`src/rtl/divisor_restoring_param_if.sv`:
```
// rtl/divisor_restoring_param_if.sv - request/result bundle for the restoring divider
interface divisor_restoring_param_if #(
    parameter int WIDTH = 8
);
    logic             start;
    logic             signed_mode;
    logic [WIDTH-1:0] A_in;
    logic [WIDTH-1:0] B_in;
    logic [WIDTH-1:0] Q;
    logic [WIDTH-1:0] R;
    logic             done;
    logic             busy;
    logic             div_zero;

    modport master (
        output start, signed_mode, A_in, B_in,
        input  Q, R, done, busy, div_zero
    );

    modport slave (
        input  start, signed_mode, A_in, B_in,
        output Q, R, done, busy, div_zero
    );
endinterface

```
`src/rtl/divisor_restoring_param.sv`:
```
// rtl/divisor_restoring_param.sv - multi-cycle restoring divider, one quotient bit per clock
module divisor_restoring_param #(
    parameter int WIDTH     = 8,
    parameter int SIGNED_EN = 1
) (
    input  logic                    clk,
    input  logic                    rst,
    divisor_restoring_param_if.slave bus
);
    localparam int CW = $clog2(WIDTH + 1);

    typedef enum logic [1:0] {IDLE, ITER, FIX} state_t;

    state_t           r_state;
    state_t           w_next_state;
    logic [CW-1:0]    r_cnt;
    logic [WIDTH:0]   r_p;
    logic [WIDTH-1:0] r_a;
    logic [WIDTH-1:0] r_b;
    logic [WIDTH-1:0] r_a_orig;
    logic [WIDTH-1:0] r_q;
    logic [WIDTH-1:0] r_r;
    logic             r_neg_q;
    logic             r_neg_r;
    logic             r_dz;
    logic             r_done;
    logic             r_busy;
    logic             r_div_zero;

    logic             w_signed;
    logic             w_sign_a;
    logic             w_sign_b;
    logic             w_b_zero;
    logic [WIDTH-1:0] w_abs_a;
    logic [WIDTH-1:0] w_abs_b;
    logic [WIDTH:0]   w_shift_p;
    logic [WIDTH+1:0] w_trial;
    logic [WIDTH-1:0] w_q_fix;
    logic [WIDTH-1:0] w_r_fix;

    assign w_signed = (SIGNED_EN != 0) && bus.signed_mode;
    assign w_sign_a = w_signed && bus.A_in[WIDTH-1];
    assign w_sign_b = w_signed && bus.B_in[WIDTH-1];
    assign w_abs_a  = w_sign_a ? -bus.A_in : bus.A_in;
    assign w_abs_b  = w_sign_b ? -bus.B_in : bus.B_in;
    assign w_b_zero = (bus.B_in == '0);

    // Extra top bit on the trial difference acts as the borrow / restore decision.
    assign w_shift_p = {r_p[WIDTH-1:0], r_a[WIDTH-1]};
    assign w_trial   = {1'b0, w_shift_p} - {2'b00, r_b};

    assign w_q_fix = r_neg_q ? -r_a : r_a;
    assign w_r_fix = r_neg_r ? -r_p[WIDTH-1:0] : r_p[WIDTH-1:0];

    always_ff @(posedge clk) begin
        if (rst) begin
            r_state <= IDLE;
        end else begin
            r_state <= w_next_state;
        end
    end

    always_comb begin
        w_next_state = r_state;
        case (r_state)
            IDLE:    if (bus.start) w_next_state = w_b_zero ? FIX : ITER;
            ITER:    if (r_cnt == CW'(1)) w_next_state = FIX;
            FIX:     w_next_state = IDLE;
            default: w_next_state = IDLE;
        endcase
    end

    always_ff @(posedge clk) begin
        if (rst) begin
            r_cnt      <= '0;
            r_p        <= '0;
            r_a        <= '0;
            r_b        <= '0;
            r_a_orig   <= '0;
            r_q        <= '0;
            r_r        <= '0;
            r_neg_q    <= 1'b0;
            r_neg_r    <= 1'b0;
            r_dz       <= 1'b0;
            r_done     <= 1'b0;
            r_busy     <= 1'b0;
            r_div_zero <= 1'b0;
        end else begin
            r_done <= 1'b0;
            case (r_state)
                IDLE: begin
                    if (bus.start) begin
                        r_a      <= w_abs_a;
                        r_b      <= w_abs_b;
                        r_a_orig <= bus.A_in;
                        r_p      <= '0;
                        r_cnt    <= CW'(WIDTH);
                        r_neg_q  <= w_sign_a ^ w_sign_b;
                        r_neg_r  <= w_sign_a;
                        r_dz     <= w_b_zero;
                        r_busy   <= 1'b1;
                    end
                end
                ITER: begin
                    r_p   <= w_trial[WIDTH+1] ? w_shift_p : w_trial[WIDTH:0];
                    r_a   <= {r_a[WIDTH-2:0], ~w_trial[WIDTH+1]};
                    r_cnt <= r_cnt - 1'b1;
                end
                FIX: begin
                    r_done     <= 1'b1;
                    r_busy     <= 1'b0;
                    r_div_zero <= r_dz;
                    if (r_dz) begin
                        r_q <= '1;
                        r_r <= r_a_orig;
                    end else begin
                        r_q <= w_q_fix;
                        r_r <= w_r_fix;
                    end
                end
                default: ;
            endcase
        end
    end

    assign bus.Q        = r_q;
    assign bus.R        = r_r;
    assign bus.done     = r_done;
    assign bus.busy     = r_busy;
    assign bus.div_zero = r_div_zero;
endmodule

```
`src/flat_wrapper.sv`:
```
// flat-port wrapper written by rule: the top's interface ports become plain ports
module divisor_restoring_param_flat 
#(
    parameter int WIDTH     = 8,
    parameter int SIGNED_EN = 1
)
  (clk, rst, bus_start, bus_signed_mode, bus_A_in, bus_B_in, bus_Q, bus_R, bus_done, bus_busy, bus_div_zero);
  divisor_restoring_param_if #(.WIDTH(WIDTH)) bus_i ();
  input  logic clk;
  input  logic rst;
  input wire logic [$bits(bus_i.start)-1:0] bus_start;
  input wire logic [$bits(bus_i.signed_mode)-1:0] bus_signed_mode;
  input wire logic [$bits(bus_i.A_in)-1:0] bus_A_in;
  input wire logic [$bits(bus_i.B_in)-1:0] bus_B_in;
  output wire logic [$bits(bus_i.Q)-1:0] bus_Q;
  output wire logic [$bits(bus_i.R)-1:0] bus_R;
  output wire logic [$bits(bus_i.done)-1:0] bus_done;
  output wire logic [$bits(bus_i.busy)-1:0] bus_busy;
  output wire logic [$bits(bus_i.div_zero)-1:0] bus_div_zero;
  assign bus_i.start = bus_start;
  assign bus_i.signed_mode = bus_signed_mode;
  assign bus_i.A_in = bus_A_in;
  assign bus_i.B_in = bus_B_in;
  assign bus_Q = bus_i.Q;
  assign bus_R = bus_i.R;
  assign bus_done = bus_i.done;
  assign bus_busy = bus_i.busy;
  assign bus_div_zero = bus_i.div_zero;
  divisor_restoring_param #(.WIDTH(WIDTH), .SIGNED_EN(SIGNED_EN)) u_core (.clk(clk), .rst(rst), .bus(bus_i));
endmodule
```
`config.mk`:
```
export PLATFORM = sky130hd
export DESIGN_NAME = divisor_restoring_param_flat
export DESIGN_NICKNAME = d
export VERILOG_FILES = /design/src/rtl/divisor_restoring_param_if.sv /design/src/rtl/divisor_restoring_param.sv /design/src/flat_wrapper.sv
export SDC_FILE = /design/constraint.sdc
export NUM_CORES = 1
export LEC_CHECK = 0
export ABC_AREA = 1
export BUFFER_PORTS_ARGS = -buffer_cell sky130_fd_sc_hd__buf_2
export CAP_MARGIN = 10
export CORE_ASPECT_RATIO = 0.75
export CORE_UTILIZATION = 50
export DETAILED_ROUTE_END_ITERATION = 10
export PLACE_DENSITY_LB_ADDON = 0.2
export SYNTH_ARGS = -nofsm -noshare
export SYNTH_HDL_FRONTEND = slang
export SYNTH_SLANG_ARGS = --single-unit
```
`constraint.sdc`:
```
create_clock -name clk -period 1.6 [get_ports clk]
set_input_delay 0.08 -clock clk [delete_from_list [all_inputs] [get_ports clk]]
set_output_delay 0.08 -clock clk [all_outputs]
set_load 0.02 [all_outputs]
```
==> reports/qor.yml, run 1 <==
clock-root-buffer: "clkbuf_8"
fin_util: 0.681
postSynthCellCount: 501
cts_tree: "yes"
rsz0062_at_grt: "yes"
insertion_delay_ps: 340
drt-pass1-iter-count: 8
status: "finished with violations"
busiest_layer: "met2"
port_buffers: 38
grt_overflow: 0
rr_startpoint: "u_core.r_b[6]$_SDFFE_PP0P_"
area_delta_synth_final_pct: 28.1
die-width_um: 97.8
die_h_um: 73.8
hold_violations: 0
synth_top_cells_by_area: "dfxtp_1, nand2_1, a21oi_1, inv_1, ha_1"
antenna_left: 0
core_sq_mm: 0.00647
dp_slack_ps: -44.7
crit_arrival_ps: 1900
fmax_mhz: 620
cp.required_ps: 1880
setup_viol: 2
syn-num-nets: 536
dp_hpwl_um: 6810
p_total_mw: 6.92
grt_pass1_wl_um: 14800
fin_tns_setup_ps: -18.9
grt_max_degree: 29
vias: 3592
met2_usage: 0.422
grt_pass1_vias: 3133
met3_usage: 0.0495
maxCapViolCount: 0
grt_use_met1: 0.369
p_leak_nw: 2.07
synth.distinct_cells: 35
clkTransAtPathRegs_ps: 70
maxSlewHeadroom: 0.718
hold_class: "input pin to flop"
place_inst: 632
insertedDiodeCount: 0
worst_hold_slack_ps: 9.44
startpoint_type: "flop"
r2r_slack_ps: -10
netlist_area_sq_mm: 0.00344
gp_congestion: 0.879
start_util: 0.531
drt-initial-drc-count: 267
clock-sinks: 60
synth.avg_cell_area_sq_um: 6.87
final_area_sq_mm: 0.00441
ys_ff_latch: 60
crit_fanout: 7
cts_made_buffers: 9
yosys_warnings: 0
detail_route.wl_per_cell_um: 14.2
finalCritPeriodShare: 1.01
nets: 601
routed_wl_um: 9290
critPathCaptureType: "flop"
worst_pin_slew_ps: 423
num_rows: 25
reg2regPathDepth: 10
yosys.area.top_type: "dfxtp_1"
fin_cells: 652
die_area_sq_mm: 0.00722
drcViolationCount: 6
yosysTopAreaCellShare: 0.349
final_layout_size_suffix_gt1_frac: 0.264
violations: "design-rule violations, negative setup slack"
antenna_found_initial: 0
max-vdd-ir-drop_v: 0.000664
cts.htree.levels: 3
clock_skew_ps: 6.82
placed_area_sq_mm: 0.00387
finalMaxSlewViolations: 0
min_path_cells: 2
clock_path_buffers: 2
worstSetupPathType: "flop to flop"
yosysSeqAreaShare: 0.349
period_needed_ps: 1610
timing.rr.end: "u_core.r_p[6]$_SDFFE_PP0P_"
ios: 39
powerDensity_mw_per_mm2: 1570
hold_start: "rst"
viasPerCell: 5.51
layout_setup_ws_ps: -14.1
grt_use_total: 0.264
min_to: "u_core.r_cnt[3]$_SDFFE_PP0P_"
report_power, final:
part	switching [mW]	leakage, nW	internal [mW]
Sequential	0.171	0.495	1.67
Combinational	1.82	1.45	1.41
Clock	0.649	0.134	1.20
Total	2.64	2.07	4.28
layer usage:
layer  up-vias  routed length [um]
met5         -                   0
met4         0                  68
met3        14                 715
met2       147                4050
met1      1648                4460
li1       1783                   -
layout by cell type (no fill, tap or decap), types with 4 or more instances in the layout:
cell type  count
dfxtp_1       50
nand2_4        6
inv_1         59
nand3_2        5
clkbuf_8       9
dfxtp_2       10
o221ai_1       5
inv_2         11
buf_2         38
o211ai_1       5
ha_1           6
bufinv_16      4
a21oi_1       59
buf_6          4
ha_4           8
nor3_1         6
nand2_1      113
nand4_1        9
a31oi_1        4
nand2_2        7
xor2_1         9
nor2_1        24
nand3_1       31
buf_4         28
o21ai_0       32
cell usage after synthesis:
library cell and number:
xor2_1 9, inv_2 4, o21ai_0 32, a31oi_1 4, o211ai_1 5, nor2_8 1
a221oi_1 2, nand4_1 9, buf_6 1, buf_1 2, nand2_2 2, xnor2_1 4
nand3_1 35, nor3_1 6, clkbuf_1 8, nor2_2 3, inv_4 1, buf_2 6
dfxtp_1 60, a21oi_4 1, nand3_4 2, fa_1 1, inv_1 66, nand3b_1 2
o221ai_1 5, nand3_2 1, or2_0 1, a211oi_1 1, nor2_1 24, nand2_4 1
or2_2 3, nand2_1 123, a21oi_1 61, a21oi_2 1, ha_1 14
kinds of logic after synthesis:
family	synth area share
AND/OR/NAND/NOR	0.279
adder cells (fa/ha/maj)	0.0567
XOR/XNOR	0.0331
flip-flops	0.349
AO/OA/AOI/OAI	0.181
buffers and inverters	0.101
worst max-delay path by stage:
stage / cells past startpoint / from / to / slack (ps)
2_1_floorplan: 12 / u_core.r_b[3]$_SDFFE_PP0P_ / u_core.r_p[6]$_SDFFE_PP0P_ / 40
3_3_place_gp: 12 / u_core.r_b[4]$_SDFFE_PP0P_ / u_core.r_p[6]$_SDFFE_PP0P_ / -20
3_5_place_dp: 12 / u_core.r_b[4]$_SDFFE_PP0P_ / u_core.r_p[6]$_SDFFE_PP0P_ / -40
4_1_cts: 8 / u_core.r_b[7]$_SDFFE_PP0P_ / u_core.r_p[4]$_SDFFE_PP0P_ / 10
5_1_grt: 10 / u_core.r_b[6]$_SDFFE_PP0P_ / u_core.r_p[6]$_SDFFE_PP0P_ / -120
6_report: 10 / u_core.r_b[6]$_SDFFE_PP0P_ / u_core.r_p[6]$_SDFFE_PP0P_ / -10
worst max-delay path, stage by stage (launching register included):
cell,delay (ps)
dfxtp_2,330
inv_2,40
ha_4,290
nand2_4,70
nor2_4,170
nand3_4,160
nand3_4,150
nand2_2,80
nand2_1,70
nand2_1,60
a21oi_2,120
cell type report:
cell class	count	area, sq um
Multi-Input combinational cell	354	2110
Fill cell	558	2070
Sequential cell	60	1210
Timing Repair Buffer	70	445
Inverter	71	269
Clock inverter	7	146
Clock buffer	9	124
Tap cell	81	101
registers in the layout (all words and copies together) (netlist names):
signal,flops
u_core.bus.Q,8
u_core.bus.R,8
u_core.r_a,8
u_core.r_a_orig,8
u_core.r_b,8
u_core.r_p,8
u_core.r_cnt,4
u_core.r_state,2
u_core.bus.busy,1
u_core.bus.div_zero,1
u_core.bus.done,1
u_core.r_dz,1
u_core.r_neg_q,1
u_core.r_neg_r,1
what timing repair did:
action | in CTS | in global routing
pin swaps | 7 | 29
buffers inserted | 1 | 2
setup endpoints to repair | 8 | 10
gates resized for setup | 17 | 40
cloned | 1 | 0
hold buffers | 0 | 0
No activity file was read; power rests on OpenSTA's default activity.
==> inputs of run 2 (changes only) <==
--- a/config.mk
+++ b/config.mk
@@ -5,11 +5,11 @@
 export SDC_FILE = /design/constraint.sdc
 export NUM_CORES = 1
 export LEC_CHECK = 0
-export ABC_AREA = 1
+export ABC_AREA = 0
 export BUFFER_PORTS_ARGS = -buffer_cell sky130_fd_sc_hd__buf_2
 export CAP_MARGIN = 10
 export CORE_ASPECT_RATIO = 0.75
-export CORE_UTILIZATION = 50
+export CORE_UTILIZATION = 53
 export DETAILED_ROUTE_END_ITERATION = 10
 export PLACE_DENSITY_LB_ADDON = 0.2
 export SYNTH_ARGS = -nofsm -noshare
==> reports/qor.yml, run 2 <==
status: "finished with violations"
violations: "negative setup slack"
synth.avg_cell_area_sq_um: 7.91  # +15%
start_util: 0.558  # +0.0262
setup_viol: 12  # +10
grt_pass1_vias: 3089  # -1.4%
clock_skew_ps: 12.1  # +5.24 ps
clock-sinks: 60  # unchanged
cts_made_buffers: 9  # unchanged
crit_fanout: 7  # unchanged
nets: 532  # -11%
final_area_sq_mm: 0.00441  # unchanged
num_rows: 24  # -4.0%
dp_hpwl_um: 6440  # -5.5%
hold_violations: 0  # unchanged
core_sq_mm: 0.00589  # -9.1%
synth.distinct_cells: 54  # +54%
placed_area_sq_mm: 0.00394  # +1.6%
cts.htree.levels: 3  # unchanged
insertion_delay_ps: 350  # about the same
postSynthCellCount: 415  # -17%
yosysSeqAreaShare: 0.366  # +0.0169
grt_pass1_wl_um: 15100  # +1.8%
hold_class: "input pin to flop"
area_delta_synth_final_pct: 34.4
postSynth.asyncResetShare: 0  # unchanged
fin_cells: 580  # -11%
critPathCaptureType: "flop"
p_leak_nw: 1.85  # -11%
netlist_area_sq_mm: 0.00328  # -4.6%
fmax_mhz: 570  # -8.0%
finalMaxSlewViolations: 0  # unchanged
final_layout_size_suffix_gt1_frac: 0.321  # +0.0563
grt_use_total: 0.299  # +0.0349
worstSetupPathType: "flop to flop"
syn-num-nets: 450  # -16%
gp_congestion: 0.892  # +1.5%
cts_tree: "yes"
period_needed_ps: 1750  # +141 ps
grt_max_degree: 24  # -17%
synth_top_cells_by_area: "dfxtp_1, a21oi_1, nand2_1, nor2_1, ha_1"
die_area_sq_mm: 0.00651  # -9.8%
yosys_warnings: 0  # unchanged
layout_setup_ws_ps: -155  # -141 ps
drt-initial-drc-count: 226  # -15%
yosys.area.top_type: "dfxtp_1"
drcViolationCount: 0  # -6
place_inst: 558  # -12%
cp.required_ps: 1840  # -40 ps
fin_tns_setup_ps: -1070  # -1050 ps
maxSlewHeadroom: 0.558  # -0.159
clkTransAtPathRegs_ps: 80  # about the same
rsz0062_at_grt: "yes"
routed_wl_um: 9000  # -3.1%
finalCritPeriodShare: 1.10  # +0.0878
powerDensity_mw_per_mm2: 1080  # -31%
vias: 3269  # -9.0%
die-width_um: 92.9  # -5.0%
clock-root-buffer: "clkbuf_8"
max-vdd-ir-drop_v: 0.000565  # -15%
startpoint_type: "flop"
antenna_found_initial: 0  # unchanged
ios: 39  # unchanged
rr_startpoint: "u_core.r_b[1]$_SDFFE_PP0P_"
viasPerCell: 5.64  # +2.3%
worst_pin_slew_ps: 661  # +238 ps
drt-pass1-iter-count: 5  # -3
clock_path_buffers: 2  # unchanged
synth-edff-count: 0  # unchanged
antenna_left: 0  # unchanged
fin_util: 0.749  # +0.0682
synth_flop_cell: "dfxtp_1"
final_common_cell: "nand2_1"
detail_route.wl_per_cell_um: 15.5  # +9.0%
critical_path.startpoint: "u_core.r_b[1]$_SDFFE_PP0P_"
insertedDiodeCount: 0  # unchanged
layout_common_cells: "nand2_1, dfxtp_1, nor2_1, buf_4, a21oi_1"
ys_ff_latch: 60  # unchanged
crit_arrival_ps: 1990  # +90 ps
grt_overflow: 0  # unchanged
die_h_um: 70.2  # -5.0%
yosysTopAreaCellShare: 0.366  # +0.0169
synth_most_common_cell: "dfxtp_1"
port_buffers: 38  # unchanged
maxCapViolCount: 0  # unchanged
hold_start: "bus_A_in[5]"
synth_common_cells: "dfxtp_1, nand2_1, nor2_1"
run 2: changes by cell type in the layout (fill, tap and decap cells not counted), moves of 7 or more:
cell and change:
a21oi_1 -18, mux2i_1 +7, o21ai_1 +9, nand4_1 -8, nand3_1 -23, xor2_1 +9, nor2_1 +24, inv_1 -41
buf_4 +20, nand2_1 -58, o21ai_0 -17
run 2: layer usage:
layer | GRT usage | up-vias | wire [um]
met2 | 0.455 | 123 | 4050
li1 | - | 1608 | -
met4 | 0.0769 | 0 | 146
met3 | 0.0828 | 17 | 657
met1 | 0.416 | 1521 | 4150
met5 | 0 | - | 0
run 2: worst max-delay path: stages, from the launching register on:
cell       delay, ps
dfxtp_2          360
inv_4             50
ha_4             270
nand2b_4          70
a2111oi_4        420
nor2_4           120
buf_12           150
mux2i_1          140
o21ai_1           70
run 2: worst paths after layout:
kind	endpoint	slack (ps)	depth (start not counted)
max	u_core.r_p[2]$_SDFFE_PP0P_	-150	8
min	u_core.r_a_orig[5]$_SDFFE_PP0P_	20	3
max reg2reg	u_core.r_p[2]$_SDFFE_PP0P_	-150	8
min reg2reg	u_core.bus.R[5]$_SDFFE_PP0P_	450	2
run 2: cells by family (layout without fill, tap and decap cells):
logic type | count (synthesis) | count (layout) | share of synthesized area
AO/OA/AOI/OAI | 111 | 111 | 0.220
XOR/XNOR | 27 | 27 | 0.0721
adder cells (fa/ha/maj) | 15 | 15 | 0.0595
buffers and inverters | 46 | 133 | 0.0541
flip-flops | 60 | 60 | 0.366
multiplexers | 8 | 8 | 0.0248
AND/OR/NAND/NOR | 148 | 148 | 0.204
run 2: area by class of cell:
class	count	area, sq um
Multi-Input combinational cell	309	2140
Fill cell	441	1480
Sequential cell	60	1220
Timing Repair Buffer	92	634
Clock buffer	10	138
Tap cell	78	97.6
Inverter	25	96.3
Clock inverter	6	86.3
run 2: what timing repair did:
action,in CTS,in global routing
resized for setup,32,17
pin swaps,20,10
hold buffers,0,1
setup endpoints to repair,14,17
setup buffers,4,1
hold endpoints to repair,0,1
run 2: where the power goes:
group          switching, mW  leakage [nW]  internal, mW
registers              0.115         0.495          1.61
clock network          0.638         0.113         0.919
logic                  0.766          1.25         0.732
run 2: stage by stage:
| stage | hold slack [ps] | setup slack, ps | power, mW |
|---|---|---|---|
| final | 20.0 | -155 | 4.78 |
| after CTS | 10.6 | -142 | 4.71 |
| after global routing | 5.85 | -254 | 5.04 |
| after floorplan | 216 | -98.5 | 2.55 |
| after detailed placement | 370 | -225 | 3.00 |
| after global placement | 365 | -141 | 2.96 |
==> inputs of run 3 (changes only) <==
--- a/config.mk
+++ b/config.mk
@@ -9,7 +9,7 @@
 export BUFFER_PORTS_ARGS = -buffer_cell sky130_fd_sc_hd__buf_2
 export CAP_MARGIN = 10
 export CORE_ASPECT_RATIO = 0.75
-export CORE_UTILIZATION = 53
+export CORE_UTILIZATION = 51
 export DETAILED_ROUTE_END_ITERATION = 10
 export PLACE_DENSITY_LB_ADDON = 0.2
 export SYNTH_ARGS = -nofsm -noshare
==> reports/qor.yml, run 3 (synthesis gave the netlist of run 2 again) <==
cts.htree.levels: 3  # unchanged
nets: 538  # +1.1%
cts_tree: "yes"
core_sq_mm: 0.00601  # +2.0%
violations: "negative setup slack"
port_buffers: 38  # unchanged
final_common_cell: "nand2_1"
critical_path.startpoint: "u_core.r_a[7]$_SDFFE_PP0P_"
antenna_found_initial: 0  # unchanged
start_util: 0.546  # -0.0112
crit_arrival_ps: 2000  # about the same
r2r_slack_ps: -160  # about the same
period_needed_ps: 1760  # +6.09 ps
grt_pass1_vias: 3143  # +1.7%
place_inst: 558  # unchanged
die-width_um: 94.6  # +1.9%
cp_num_buf_inv: 2  # unchanged
drcViolationCount: 0  # unchanged
cp_slowest_cell: "fa_2"
maxSlewHeadroom: 0.439  # -0.120
clock-sinks: 60  # unchanged
finalCritPeriodShare: 1.10  # +0.00381
critPathCaptureType: "flop"
crit_family: "compound AO/OA/AOI/OAI gates"
hold_violations: 0  # unchanged
final_area_sq_mm: 0.00441  # +0.11%
layout_setup_ws_ps: -161  # -6.09 ps
gp_congestion: 0.900  # +0.89%
maxCapViolCount: 0  # unchanged
timing.rr.end: "u_core.r_p[6]$_SDFFE_PP0P_"
routed_wl_um: 9320  # +3.5%
drt-initial-drc-count: 225  # -0.44%
final_layout_size_suffix_gt1_frac: 0.343  # +0.0218
die_area_sq_mm: 0.00676  # +3.8%
die_h_um: 71.5  # +1.9%
p_clk_frac: 0.295  # -0.031
worstSetupPathType: "flop to flop"
powerDensity_mw_per_mm2: 1050  # -3.4%
finalMaxSlewViolations: 0  # unchanged
clock_path_buffers: 2  # unchanged
reg2regPathDepth: 9  # +1
worst-path-stages: 9  # +1
setup_viol: 11  # -1
path_cells: "inv_2 > ha_4 > inv_2 > fa_2 > a211oi_2 > o21bai_1 > a21oi_2 > xor2_1 > o21ai_1"
min_path_cells: 3  # unchanged
cp-endpoint: "u_core.r_p[6]$_SDFFE_PP0P_"
hold_class: "input pin to flop"
insertedDiodeCount: 0  # unchanged
startpoint_type: "flop"
vias: 3343  # +2.3%
rsz0062_at_grt: "yes"
power.switching_mw: 1.56  # +2.5%
grt_use_total: 0.299  # about the same
status: "finished with violations"
detail_route.wl_per_cell_um: 15.9  # +2.5%
crit_fanout: 2  # -5
clkTransAtPathRegs_ps: 80  # about the same
drt-pass1-iter-count: 5  # unchanged
layout_common_cells: "nand2_1, buf_4, nor2_1"
clock_skew_ps: 12.1  # +0.0669 ps
cp.required_ps: 1840  # about the same
grt_overflow: 0  # unchanged
max_stage_delay_ps: 340  # -80 ps
fin_cells: 586  # +1.0%
fmax_mhz: 568  # -0.35%
rr_startpoint: "u_core.r_a[7]$_SDFFE_PP0P_"
worst_pin_slew_ps: 841  # +180 ps
p_comb_frac: 0.331  # +0.017
p_leak_nw: 1.85  # about the same
path_common_cell: "inv_2"
p_int_mw: 3.06  # -6.1%
dp_hpwl_um: 6450  # +0.18%
max-vdd-ir-drop_v: 0.000772  # +37%
viasPerCell: 5.70  # +1.2%
fin_tns_setup_ps: -922  # +146 ps
ios: 39  # unchanged
clock-root-buffer: "clkbuf_8"
area_delta_synth_final_pct: 34.5
grt_max_degree: 23  # -4.2%
cts_made_buffers: 9  # unchanged
fin_util: 0.735  # -0.0141
insertion_delay_ps: 350  # about the same
placed_area_sq_mm: 0.00394  # unchanged
antenna_left: 0  # unchanged
swShare: 0.337  # +0.0192
seqPwrFrac: 0.374  # +0.013
dp_slack_ps: -208  # +16.7 ps
num_rows: 24  # unchanged
grt_pass1_wl_um: 15300  # +1.3%
-- run 3: cell type report --
| type | instances | area, sq um |
|---|---|---|
| clock inverters | 6 | 63.8 |
| repair buffers | 97 | 667 |
| flip-flops and latches | 60 | 1220 |
| fillers | 457 | 1590 |
| multi-input cells | 310 | 2140 |
| inverters | 25 | 93.8 |
| well taps | 78 | 97.6 |
| clock buffers | 10 | 128 |
-- run 3: worst min-delay path by stage --
| stage | slack [ps] | endpoint | startpoint |
|---|---|---|---|
| after floorplan | 220 | u_core.r_a_orig[4]$_SDFFE_PP0P_ | bus_A_in[4] |
| after global placement | 370 | u_core.r_b[0]$_SDFFE_PP0P_ | bus_B_in[0] |
| after detailed placement | 370 | u_core.r_b[0]$_SDFFE_PP0P_ | bus_B_in[0] |
| after CTS | 10 | u_core.r_a_orig[3]$_SDFFE_PP0P_ | bus_A_in[3] |
| after global routing | 20 | u_core.r_a_orig[3]$_SDFFE_PP0P_ | bus_A_in[3] |
| final | 30 | u_core.r_b[3]$_SDFFE_PP0P_ | bus_B_in[3] |
-- run 3: layer usage --
layer,vias to the layer above,share of wire,track usage
met4,0,0.022,0.118
met2,145,0.45,0.464
met1,1562,0.45,0.392
li1,1617,-,-
met3,19,0.078,0.0860
met5,-,0,0
-- run 3: what timing repair did --
action                                 in CTS  in global routing
gates cloned                                1                  0
setup endpoints to repair                  14                 16
endpoints found under the hold margin       1                  0
buffers inserted                            6                  4
gates resized for setup                    41                 15
hold buffers                                1                  0
pin swaps                                  26                 17
-- run 3: stage by stage --
step                      hold slack [ps]  power, mW
after floorplan                       216       2.55
after global placement                372       2.96
after detailed placement              372       3.00
after CTS                            14.6       4.50
after global routing                 15.2       4.86
final                                32.4       4.62
-- run 3: power groups by stage --
stage / Sequential, mW / Combinational, mW / Clock [mW]
finish: 1.73 / 1.53 / 1.36
global route: 1.74 / 1.65 / 1.46
floorplan: 1.74 / 0.809 / 0
CTS: 1.72 / 1.41 / 1.38
global placement: 1.73 / 1.23 / 0
detailed placement: 1.74 / 1.26 / 0
-- run 3: worst reg2reg max path, cell delays in order, from the launching register on --
cell,delay (ps)
dfxtp_2,320
inv_2,70
ha_4,130
inv_2,30
fa_2,340
a211oi_2,260
o21bai_1,110
a21oi_2,140
xor2_1,170
o21ai_1,80
